File: config.mk
export PLATFORM = sky130hd
export DESIGN_NAME = spi_slave_responder
export DESIGN_NICKNAME = d
export VERILOG_FILES = /design/src/rtl/spi_slave_responder.sv
export SDC_FILE = /design/constraint.sdc
export NUM_CORES = 1
export LEC_CHECK = 0
export ABC_AREA = 1
export ABC_CLOCK_PERIOD_IN_PS = 2600
export CORE_MARGIN = 10
export CORE_UTILIZATION = 50
export CTS_BUF_LIST = sky130_fd_sc_hd__clkbuf_2 sky130_fd_sc_hd__clkbuf_4 sky130_fd_sc_hd__clkbuf_8
export DETAILED_ROUTE_END_ITERATION = 16
export GPL_ROUTABILITY_DRIVEN = 1
export HOLD_SLACK_MARGIN = 0.03
export PLACE_DENSITY = 0.78
export SLEW_MARGIN = 20
export SYNTH_ARGS = -nofsm -noshare
export SYNTH_HDL_FRONTEND = slang
export SYNTH_SLANG_ARGS = --single-unit
File: constraint.sdc
create_clock -name clk -period 2.6 [get_ports clk]
set_clock_uncertainty 0.15 [all_clocks]
set_input_delay 0.65 -clock clk [delete_from_list [all_inputs] [get_ports clk]]
set_output_delay 0.65 -clock clk [all_outputs]
set_load 0.05 [all_outputs]
File: src/rtl/spi_slave_responder.sv
// SPI mode-0 target: 32-bit {cmd,addr} header, then write or read data.
// Pins are oversampled through synchronizers in the clk domain.
module spi_slave_responder #(
  parameter logic [7:0] CMD_WRITE   = 8'h02,
  parameter logic [7:0] CMD_READ    = 8'h03,
  parameter int         SYNC_STAGES = 2
) (
  input  logic        clk,
  input  logic        rst_n,
  input  logic        spi_clk,
  input  logic        spi_cs_n,
  input  logic        spi_mosi,
  output logic        spi_miso,
  output logic        wr_valid,
  output logic [23:0] wr_addr,
  output logic [31:0] wr_data,
  output logic [5:0]  wr_bits,
  output logic        rd_req,
  output logic [23:0] rd_addr,
  input  logic [31:0] rd_data,
  output logic        busy
);

  typedef enum logic [2:0] {
    IDLE, HDR, WDATA, RDATA, IGNORE
  } state_e;

  localparam int SW = SYNC_STAGES;

  logic [SW-1:0] sck_sync_q, sck_sync_d;
  logic [SW-1:0] cs_sync_q, cs_sync_d;
  logic [SW-1:0] mosi_sync_q, mosi_sync_d;
  logic          sck_prev_q, sck_prev_d;
  logic          cs_prev_q, cs_prev_d;

  state_e        state_q, state_d;
  logic [5:0]    bit_cnt_q, bit_cnt_d;
  logic [30:0]   hdr_q, hdr_d;
  logic [23:0]   addr_q, addr_d;
  logic [31:0]   wr_sr_q, wr_sr_d;
  logic [31:0]   tx_q, tx_d;
  logic          load_q, load_d;
  logic          miso_q, miso_d;
  logic          wr_valid_q, wr_valid_d;
  logic [23:0]   wr_addr_q, wr_addr_d;
  logic [31:0]   wr_data_q, wr_data_d;
  logic [5:0]    wr_bits_q, wr_bits_d;
  logic          rd_req_q, rd_req_d;
  logic [23:0]   rd_addr_q, rd_addr_d;

  logic          sck_s, cs_s, mosi_s;
  logic          sck_rise, sck_fall;
  logic          cs_rise, cs_fall;
  logic [31:0]   hdr_next;
  logic [31:0]   tx_cur;

  assign sck_s  = sck_sync_q[SW-1];
  assign cs_s   = cs_sync_q[SW-1];
  assign mosi_s = mosi_sync_q[SW-1];

  // SCK edges only count while the synced CS is asserted
  assign sck_rise = sck_s & ~sck_prev_q & ~cs_s;
  assign sck_fall = ~sck_s & sck_prev_q & ~cs_s;
  assign cs_rise  = cs_s & ~cs_prev_q;
  assign cs_fall  = ~cs_s & cs_prev_q;

  assign hdr_next = {hdr_q, mosi_s};
  assign tx_cur   = load_q ? rd_data : tx_q;

  always_comb begin
    sck_sync_d  = {sck_sync_q[SW-2:0], spi_clk};
    cs_sync_d   = {cs_sync_q[SW-2:0], spi_cs_n};
    mosi_sync_d = {mosi_sync_q[SW-2:0], spi_mosi};
    sck_prev_d  = sck_s;
    cs_prev_d   = cs_s;
  end

  always_comb begin
    state_d    = state_q;
    bit_cnt_d  = bit_cnt_q;
    hdr_d      = hdr_q;
    addr_d     = addr_q;
    wr_sr_d    = wr_sr_q;
    tx_d       = tx_q;
    load_d     = rd_req_q;
    miso_d     = miso_q;
    wr_valid_d = 1'b0;
    wr_addr_d  = wr_addr_q;
    wr_data_d  = wr_data_q;
    wr_bits_d  = wr_bits_q;
    rd_req_d   = 1'b0;
    rd_addr_d  = rd_addr_q;

    unique case (state_q)
      IDLE: begin
        if (cs_fall) begin
          state_d   = HDR;
          bit_cnt_d = '0;
          hdr_d     = '0;
          miso_d    = 1'b0;
        end
      end
      HDR: begin
        if (cs_rise) begin
          state_d = IDLE;
          miso_d  = 1'b0;
        end else if (sck_rise) begin
          hdr_d     = hdr_next[30:0];
          bit_cnt_d = bit_cnt_q + 6'd1;
          if (bit_cnt_q == 6'd31) begin
            addr_d    = hdr_next[23:0];
            bit_cnt_d = '0;
            unique case (1'b1)
              hdr_next[31:24] == CMD_WRITE: begin
                state_d = WDATA;
                wr_sr_d = '0;
              end
              hdr_next[31:24] == CMD_READ: begin
                state_d   = RDATA;
                rd_req_d  = 1'b1;
                rd_addr_d = hdr_next[23:0];
              end
              default: state_d = IGNORE;
            endcase
          end
        end
      end
      WDATA: begin
        if (cs_rise) begin
          state_d = IDLE;
          miso_d  = 1'b0;
          if (bit_cnt_q != 6'd0) begin
            wr_valid_d = 1'b1;
            wr_addr_d  = addr_q;
            wr_data_d  = wr_sr_q;
            wr_bits_d  = bit_cnt_q;
          end
        end else if (sck_rise) begin
          wr_sr_d = {wr_sr_q[30:0], mosi_s};
          if (bit_cnt_q != 6'd32) bit_cnt_d = bit_cnt_q + 6'd1;
        end
      end
      RDATA: begin
        tx_d = tx_cur;
        if (cs_rise) begin
          state_d = IDLE;
          miso_d  = 1'b0;
        end else if (sck_fall) begin
          miso_d = tx_cur[31];
          tx_d   = {tx_cur[30:0], 1'b0};
        end
      end
      IGNORE: begin
        if (cs_rise) begin
          state_d = IDLE;
          miso_d  = 1'b0;
        end
      end
      default: state_d = IDLE;
    endcase
  end

  always_ff @(posedge clk or negedge rst_n) begin
    if (!rst_n) begin
      sck_sync_q  <= '0;
      cs_sync_q   <= '0;
      mosi_sync_q <= '0;
      sck_prev_q  <= 1'b0;
      cs_prev_q   <= 1'b0;
      state_q     <= IDLE;
      bit_cnt_q   <= '0;
      hdr_q       <= '0;
      addr_q      <= '0;
      wr_sr_q     <= '0;
      tx_q        <= '0;
      load_q      <= 1'b0;
      miso_q      <= 1'b0;
      wr_valid_q  <= 1'b0;
      wr_addr_q   <= '0;
      wr_data_q   <= '0;
      wr_bits_q   <= '0;
      rd_req_q    <= 1'b0;
      rd_addr_q   <= '0;
    end else begin
      sck_sync_q  <= sck_sync_d;
      cs_sync_q   <= cs_sync_d;
      mosi_sync_q <= mosi_sync_d;
      sck_prev_q  <= sck_prev_d;
      cs_prev_q   <= cs_prev_d;
      state_q     <= state_d;
      bit_cnt_q   <= bit_cnt_d;
      hdr_q       <= hdr_d;
      addr_q      <= addr_d;
      wr_sr_q     <= wr_sr_d;
      tx_q        <= tx_d;
      load_q      <= load_d;
      miso_q      <= miso_d;
      wr_valid_q  <= wr_valid_d;
      wr_addr_q   <= wr_addr_d;
      wr_data_q   <= wr_data_d;
      wr_bits_q   <= wr_bits_d;
      rd_req_q    <= rd_req_d;
      rd_addr_q   <= rd_addr_d;
    end
  end

  assign spi_miso = miso_q;
  assign wr_valid = wr_valid_q;
  assign wr_addr  = wr_addr_q;
  assign wr_data  = wr_data_q;
  assign wr_bits  = wr_bits_q;
  assign rd_req   = rd_req_q;
  assign rd_addr  = rd_addr_q;
  assign busy     = (state_q != IDLE);

endmodule

-- Word level (Yosys, flattened, before mapping)
Index checks and enable logic that the tools add are counted.
- output and inout port bits: 90
- logic and storage cells: 111
- input port bits: 37
- bits in registers: 226
- multiplexer cells: 42
- bitwise operators: 11
- equal/unequal tests: 21
- reductions and logical operators: 17
- add/sub/neg operators: 1
- operators by type and width (kind ; number):
    $mux 32 ; 9
    $mux 31 ; 3
    $pmux 32 s2 ; 1
    $pmux 31 s2 ; 1
    $mux 6 ; 7
    $pmux 6 s3 ; 1
    $eq 8x2->1 const B ; 2
    $ne 2x2->1 const B ; 8
    $reduce_and 4->1 ; 4
    $mux 3 ; 5
    $reduce_and 7->1 ; 2
    $mux 1 ; 12
    $ne 3x3->1 const B ; 3
    $pmux 3 s3 ; 1
    $reduce_bool 3->1 ; 3
    $add 6x1->6 const B ; 1
    $and 1x1->1 ; 6
    $eq 3x2->1 const B ; 2
    $eq 6x5->1 const B ; 1
    $ne 6x6->1 const B ; 1
    $pmux 3 s2 ; 1
    $reduce_bool 6->1 ; 1
    $reduce_or 3->1 ; 2
    $not 1->1 ; 5
    8 further kinds ; 10

-- Longest topological paths before layout
Gate-level depths: netlist of run 1.
- depth in word-level cells: 6
- mapped depth: 11
- gate-level depth less buffers: 10

-- Least setup slack after synthesis of run 1
Ideal clock, no wire load.
- kind: register to register
- start point: reg state_q[0]
- end point: reg hdr_q[0]
- path slack: 0.644 ns
- buffers on the path: 2
- data required time: 2.330 ns
- data arrival time: 1.686 ns
- setup time: 0.120 ns
- stages on the path, launching flop included: 8
- period minus slack after synthesis: 1.956 ns
- cell sequence: dfrtp_1 buf_2 nor2_1 nand2_1 o21ai_2 and2_4 buf_6 o21ai_2
- cells in the longest elaborated chain, start to end: 3
- elaborated cells on any way between the ends: 8
- those cells by class: eq/ne: 4; mux: 1; reduce/logical: 3
- RTL lines (element ; line ; source):
    start: declaration ; 36 ; state_e state_q, state_d;
    start signal: assignment ; 190 ; state_q <= state_d;
    $eq 3x1->1 or $logic_not 3->1 (tied branches) ; 94 ; unique case (state_q)
    $ne 2x2->1 (no source line) or $reduce_bool 2->1 (tied branches) ; -- ;
    $reduce_and 4->1 (no source line) ; -- ;
    end signal: assignment ; 192 ; hdr_q <= hdr_d;
    end: declaration ; 38 ; logic [30:0] hdr_q, hdr_d;
Parallel ways exist; a longest one is shown, timed or not.
A chain may end at the register's enable or synchronous reset.

-- Worst setup path in the final report of run 1
- start point: reg wr_addr_q[14] (netlist: wr_addr[14])
- end point: out wr_addr[14]
- RTL lines (element ; line ; source):
    start: declaration ; 45 ; logic [23:0] wr_addr_q, wr_addr_d;
    start signal: assignment ; 199 ; wr_addr_q <= wr_addr_d;
    end: declaration ; 15 ; output logic [23:0] wr_addr,
No word-level cell between the ends.

==> impl_metrics.env, run 1 <==
export IMPL_dpl_hpwl_mm=14.45
export IMPL_grt_use_total_pct=17.79
export IMPL_startpoint_type="flip-flop"
export IMPL_drtIter0Drc=586
export IMPL_num_rows=51
export IMPL_hold_viol=0
export IMPL_grt_overflow_total=0
export IMPL_worst_setup_path_end_kind="primary output"
export IMPL_syn_inst=1136
export IMPL_routed_via_density=5.111
export IMPL_finalCritPeriodShare_pct=97.51
export IMPL_tightest_slew_ns=1.014
export IMPL_wl_met2_mm=11.02
export IMPL_critPathBufInv=1
export IMPL_fmax_mhz=394.5
export IMPL_clockRootBuffer="clkbuf_8"
export IMPL_wl_met3_mm=1.213
export IMPL_antenna_left=0
export IMPL_rsz0062_at_grt="false"
export IMPL_dr_pass1_iters=4
export IMPL_critPathSlowestCell="clkdlybuf4s50_1"
export IMPL_slew_limit_headroom_pct=32.33
export IMPL_synthTopCellsByArea="dfrtp_1, nand2_1, nand4_1, o21ai_2, inv_1"
export IMPL_drt_met1_wl_mm=10.16
export IMPL_die_area_sq_mm=0.02568
export IMPL_grt_pass1_wl_mm=38.78
export IMPL_routed_wl_mm=23.01
export IMPL_io_buffers=126
export IMPL_grt_max_degree=69
export IMPL_cts_num_sinks=226
export IMPL_gp_congestion=0.8025
export IMPL_diodes=0
export IMPL_instances_no_fill=1550
export IMPL_cts_htree_levels=2
export IMPL_setup_viol=0
export IMPL_area_growth_syn_to_layout_pct=23.40
export IMPL_async_flop_share_pct=100.0
export IMPL_ys_dominant_reg_cell="dfrtp_1"
export IMPL_powerDensity_mw_per_mm2=683.2
export IMPL_crit_type="flip-flop to primary output"
export IMPL_drc=0
export IMPL_mostFrequentLayoutCells="nand2_1, dfrtp_1, clkdlybuf4s50_1"
export IMPL_cts_tree="yes"
export IMPL_layout_commonest_cell="nand2_1"
export IMPL_synth_area_leader_cell="dfrtp_1"
export IMPL_holdCritPathClass="flip-flop to flip-flop"
export IMPL_drv_cap=0
export IMPL_synth_seq_cells=226
export IMPL_ioPinCount=127
export IMPL_yosysTopAreaCellShare_pct=57.51
export IMPL_antenna_found_initial=0
export IMPL_worstPathMaxFanout=2
export IMPL_clkTransAtPathRegs_ns=0.06
export IMPL_first_global_vias=7765
export IMPL_fillers=1665
export IMPL_synth_nets=1175
export IMPL_final_nets=1294
export IMPL_total_power_mw=8.291
export IMPL_synth_edf_count=0
export IMPL_syn_area_sq_mm=0.009833
export IMPL_yosysSeqAreaShare_pct=57.51
export IMPL_layout_drive_gt1_share_pct=12.22
export IMPL_worstPathRequired_ns=1.80
export IMPL_insertion_delay_ns=0.54
export IMPL_die_h_um=160.2
export IMPL_initial_core_util_pct=50.69
export IMPL_post_cts_setup_buffer_count=0
export IMPL_layout_min_cycle_time_ns=2.535
export IMPL_core_sq_mm=0.01940
export IMPL_avgSynthCellArea_sq_um=8.656
export IMPL_cts_buffers=39
export IMPL_p_leak_nw=5.864
export IMPL_worstHoldStart="cs_sync_q[0]"
export IMPL_cp_slowest_stage_delay_ns=0.82
export IMPL_fin_util_pct=62.55
export IMPL_wl_per_cell_um=14.85
export IMPL_crit_start="wr_addr[14]"
export IMPL_outcome="completed"
export IMPL_dr_max_layer_used="met4"
export IMPL_cp_top_family="buffers and inverters"
export IMPL_yosysUniqueCellTypes=29
export IMPL_crit_chain="clkdlybuf4s50_1"
export IMPL_via_count=7922
export IMPL_cp_arrival_ns=1.74
export IMPL_ir_drop_v=0.0005466
export IMPL_dpl_cell_count=1478
export IMPL_yosys_warnings=0
export IMPL_setup_tns_ns=0
export IMPL_drv_slew=0
export IMPL_fp_dieW_um=160.2
export IMPL_r2r_start="bit_cnt_q[0]"
export IMPL_cts_buffer_depth=3
[state kept, by name (all words and copies together), names as in the netlist]
signal and count:
addr_q 24, bit_cnt_q 6, cs_prev_q 1, cs_sync_q 2, hdr_q 31, load_q 1, mosi_sync_q 2, rd_addr 24
rd_req 1, sck_prev_q 1, sck_sync_q 2, spi_miso 1, state_q 3, tx_q 32, wr_addr 24, wr_bits 6
wr_data 32, wr_sr_q 32, wr_valid 1
[where the power goes]
part           switching (mW)  total, mW  internal (mW)
Sequential             0.0524       3.61           3.56
Combinational           0.930       1.20          0.272
Clock                    1.44       3.47           2.03
[cell type report]
type,instances,area [sq um],area share [%]
Timing Repair Buffer,147,1464,12.06
Sequential cell,226,5657,46.62
Clock buffer,65,794.5,6.548
Clock inverter,6,61.31,0.5053
Inverter,87,326.6,2.691
Multi-Input combinational cell,754,3500,28.84
Tap cell,265,331.6,2.733
[metal layers]
metal	vias to the layer above	GRT usage [%]
li1	3909	-
met1	3800	22.60
met2	169	28.62
met3	44	4.627
met4	0	6.720
met5	-	0
[metrics by stage]
| stage | hold slack [ns] | area [sq um] | setup WS [ns] |
|---|---|---|---|
| finish | 0.1970 | 12130 | 0.06483 |
| global route | 0.2062 | 12130 | 0.009171 |
| CTS | 0.1991 | 12130 | 0.03626 |
| detailed placement | 0.1847 | 11270 | 0.4533 |
| global placement | 0.1839 | 11270 | 0.4789 |
| floorplan | 0.1812 | 9833 | 0.6442 |
[cell usage after synthesis, drive strengths merged, types with 2 or more instances]
master / number
nand2: 415
dfrtp: 226
o21ai: 121
inv: 86
nand4: 68
nor2: 56
nand3: 47
buf: 42
a21oi: 34
clkbuf: 27
nor3: 6
ha: 2
[worst register-to-register path: stages (launching register included)]
cell     delay, ns
dfrtp_1       0.41
inv_1         0.12
ha_1          0.15
nand2_1       0.05
nor2_1        0.15
nand3_1       0.11
nand2_2       0.08
buf_4         0.58
nand2_1       0.18
nand2_1       0.13
[repair_timing]
action                                  4_1_cts  5_1_grt
endpoints found under the setup margin        0        1
hold endpoints to repair                     54        0
hold buffers                                  1        0
resized for setup                             0        1
[cells by family after synthesis]
logic type      count (synthesis)  synth area share [%]
fa+ha+maj                       2                0.2544
buf+inv                       156                 7.126
compound gates                157                 9.403
flops                         226                 57.51
simple gates                  593                 25.52
xor+xnor                        2                0.1782
[path summary, 6_finish.rpt]
path | depth (start not counted) | end | slack [ns]
max | 1 | wr_addr[14] | 0.06
min | 0 | cs_sync_q[1] | 0.20
max reg2reg | 9 | wr_data[16] | 0.40
min reg2reg | 0 | cs_sync_q[1] | 0.20
max in group asynchronous | 3 | wr_bits[5] | 1.09
min in group asynchronous | 2 | hdr_q[11] | 0.49
Note: power is estimated with default switching activity, not from simulation.
==> run 2: changes to the inputs <==
--- a/config.mk
+++ b/config.mk
@@ -14,7 +14,7 @@
 export GPL_ROUTABILITY_DRIVEN = 1
 export HOLD_SLACK_MARGIN = 0.03
 export PLACE_DENSITY = 0.78
-export SLEW_MARGIN = 20
+export SLEW_MARGIN = 25
 export SYNTH_ARGS = -nofsm -noshare
 export SYNTH_HDL_FRONTEND = slang
 export SYNTH_SLANG_ARGS = --single-unit
==> run 2 against run 1 <==
Compared with the run above:
- via count decreased by 0.11%
- largest cell class unchanged
- global-route usage unchanged
- non-clock buffer count unchanged
- sequential share of layout area unchanged
- design area unchanged
- final cell count unchanged
- combinational power about the same
- clock power about the same
- sequential power about the same
- maximum frequency about the same
- clock-buffer cell count unchanged
==> impl_metrics.env, run 2 (same netlist as run 1, synthesis figures left out) <==
export IMPL_outcome="completed"
export IMPL_grt_max_degree=69
export IMPL_cts_buffers=39
export IMPL_wl_met2_mm=11.01
export IMPL_rr_worst_depth=4
export IMPL_slew_limit_headroom_pct=38.74
export IMPL_critPathBufInv=1
export IMPL_worst_setup_path_end_kind="primary output"
export IMPL_io_buffers=126
export IMPL_fmax_mhz=394.5
export IMPL_fillers=1665
export IMPL_cts_buffer_depth=3
export IMPL_finalWorstSetupSlack_ns=0.06492
export IMPL_drv_cap=0
export IMPL_antenna_found_initial=0
export IMPL_powerDensity_mw_per_mm2=683.1
export IMPL_first_global_vias=7765
export IMPL_critPathSlowestCell="clkdlybuf4s50_1"
export IMPL_cts_num_sinks=226
export IMPL_ioPinCount=127
export IMPL_area_growth_syn_to_layout_pct=23.40
export IMPL_crit_type="flip-flop to primary output"
export IMPL_cts_tree="yes"
export IMPL_holdCritPathClass="flip-flop to flip-flop"
export IMPL_antenna_left=0
export IMPL_grt_use_total_pct=17.79
export IMPL_wl_met3_mm=1.249
export IMPL_clkTransAtPathRegs_ns=0.06
export IMPL_ir_drop_v=0.0005466
export IMPL_layout_min_cycle_time_ns=2.535
export IMPL_drv_slew=0
export IMPL_startpoint_type="flip-flop"
export IMPL_insertion_delay_ns=0.54
export IMPL_cp_arrival_ns=1.74
export IMPL_via_count=7913
export IMPL_initial_core_util_pct=50.69
export IMPL_hold_viol=0
export IMPL_crit_chain="clkdlybuf4s50_1"
export IMPL_drc=0
export IMPL_routed_wl_mm=23.00
export IMPL_fp_dieW_um=160.2
export IMPL_final_nets=1294
export IMPL_min_path_cells=0
export IMPL_worstPathMaxFanout=2
export IMPL_core_sq_mm=0.01940
export IMPL_worstPathRequired_ns=1.80
export IMPL_cp_num_cells=1
export IMPL_finalCritPeriodShare_pct=97.50
export IMPL_cp_slowest_stage_delay_ns=0.82
export IMPL_drtIter0Drc=583
export IMPL_routed_via_density=5.105
export IMPL_rsz0062_at_grt="false"
export IMPL_layout_commonest_cell="nand2_1"
export IMPL_diodes=0
export IMPL_drt_met1_wl_mm=10.13
export IMPL_num_rows=51
export IMPL_gp_congestion=0.8025
export IMPL_dr_pass1_iters=5
export IMPL_grt_overflow_total=0
export IMPL_cts_htree_levels=2
export IMPL_setup_viol=0
export IMPL_dpl_hpwl_mm=14.45
export IMPL_grt_pass1_wl_mm=38.78
export IMPL_setup_tns_ns=0
export IMPL_layout_drive_gt1_share_pct=12.22
export IMPL_die_area_sq_mm=0.02568
export IMPL_p_leak_nw=5.863
export IMPL_clockRootBuffer="clkbuf_8"
export IMPL_pre_cts_ws_ns=0.4533
export IMPL_die_h_um=160.2
export IMPL_tightest_slew_ns=0.9132
export IMPL_mostFrequentLayoutCells="nand2_1, dfrtp_1, clkdlybuf4s50_1"
export IMPL_wl_per_cell_um=14.84
export IMPL_dr_max_layer_used="met4"
export IMPL_cp_top_family="buffers and inverters"
[run 2: routing by layer]
metal	GRT usage, %	vias up
li1	-	3908
met1	22.60	3788
met2	28.62	173
met3	4.627	44
met4	6.720	0
met5	0	-
[run 2: worst reg2reg max path: stages (launching register included)]
cell and delay (ns):
dfrtp_1 0.42, nor3_2 0.22, clkinv_1 0.74, o211ai_1 0.45
o21ai_0 0.13
[run 2: power breakdown]
part           internal [mW]  switching [mW]  total (mW)
sequential              3.56          0.0524        3.61
combinational          0.272           0.929        1.20
clock                   2.03            1.44        3.47
[run 2: cell type report]
class,instances,area (sq um),area share (%)
Multi-Input combinational cell,754,3500,28.84
Inverter,87,326.6,2.691
Tap cell,265,331.6,2.733
Timing Repair Buffer,147,1464,12.06
Clock inverter,6,61.31,0.5053
Clock buffer,65,794.5,6.548
Sequential cell,226,5657,46.62
[run 2: per-stage QoR]
step	power (mW)	hold WS (ns)	std cells	instance area [sq um]	utilization (%)
final	8.289	0.1970	1550	12130	62.55
after global routing	8.635	0.2062	1550	12130	62.55
after CTS	8.351	0.1991	1550	12130	62.54
after detailed placement	4.866	0.1847	1478	11270	58.08
after global placement	4.856	0.1839	1478	11270	58.08
after floorplan	4.544	0.1812	1136	9833	-
[run 2: timing repair]
item	in CTS	in global routing
setup buffers	0	0
hold endpoints to repair	54	0
hold buffers	1	0
gates resized for setup	0	1
endpoints found under the setup margin	0	1
[run 2: path summary, 6_finish.rpt]
kind	startpoint	endpoint	slack [ns]
max	wr_addr[14]	wr_addr[14]	0.06
min	cs_sync_q[0]	cs_sync_q[1]	0.20
max reg2reg	cs_sync_q[1]	tx_q[2]	0.35
min reg2reg	cs_sync_q[0]	cs_sync_q[1]	0.20
max in group asynchronous	rst_n	wr_bits[5]	1.09
min in group asynchronous	rst_n	hdr_q[11]	0.49
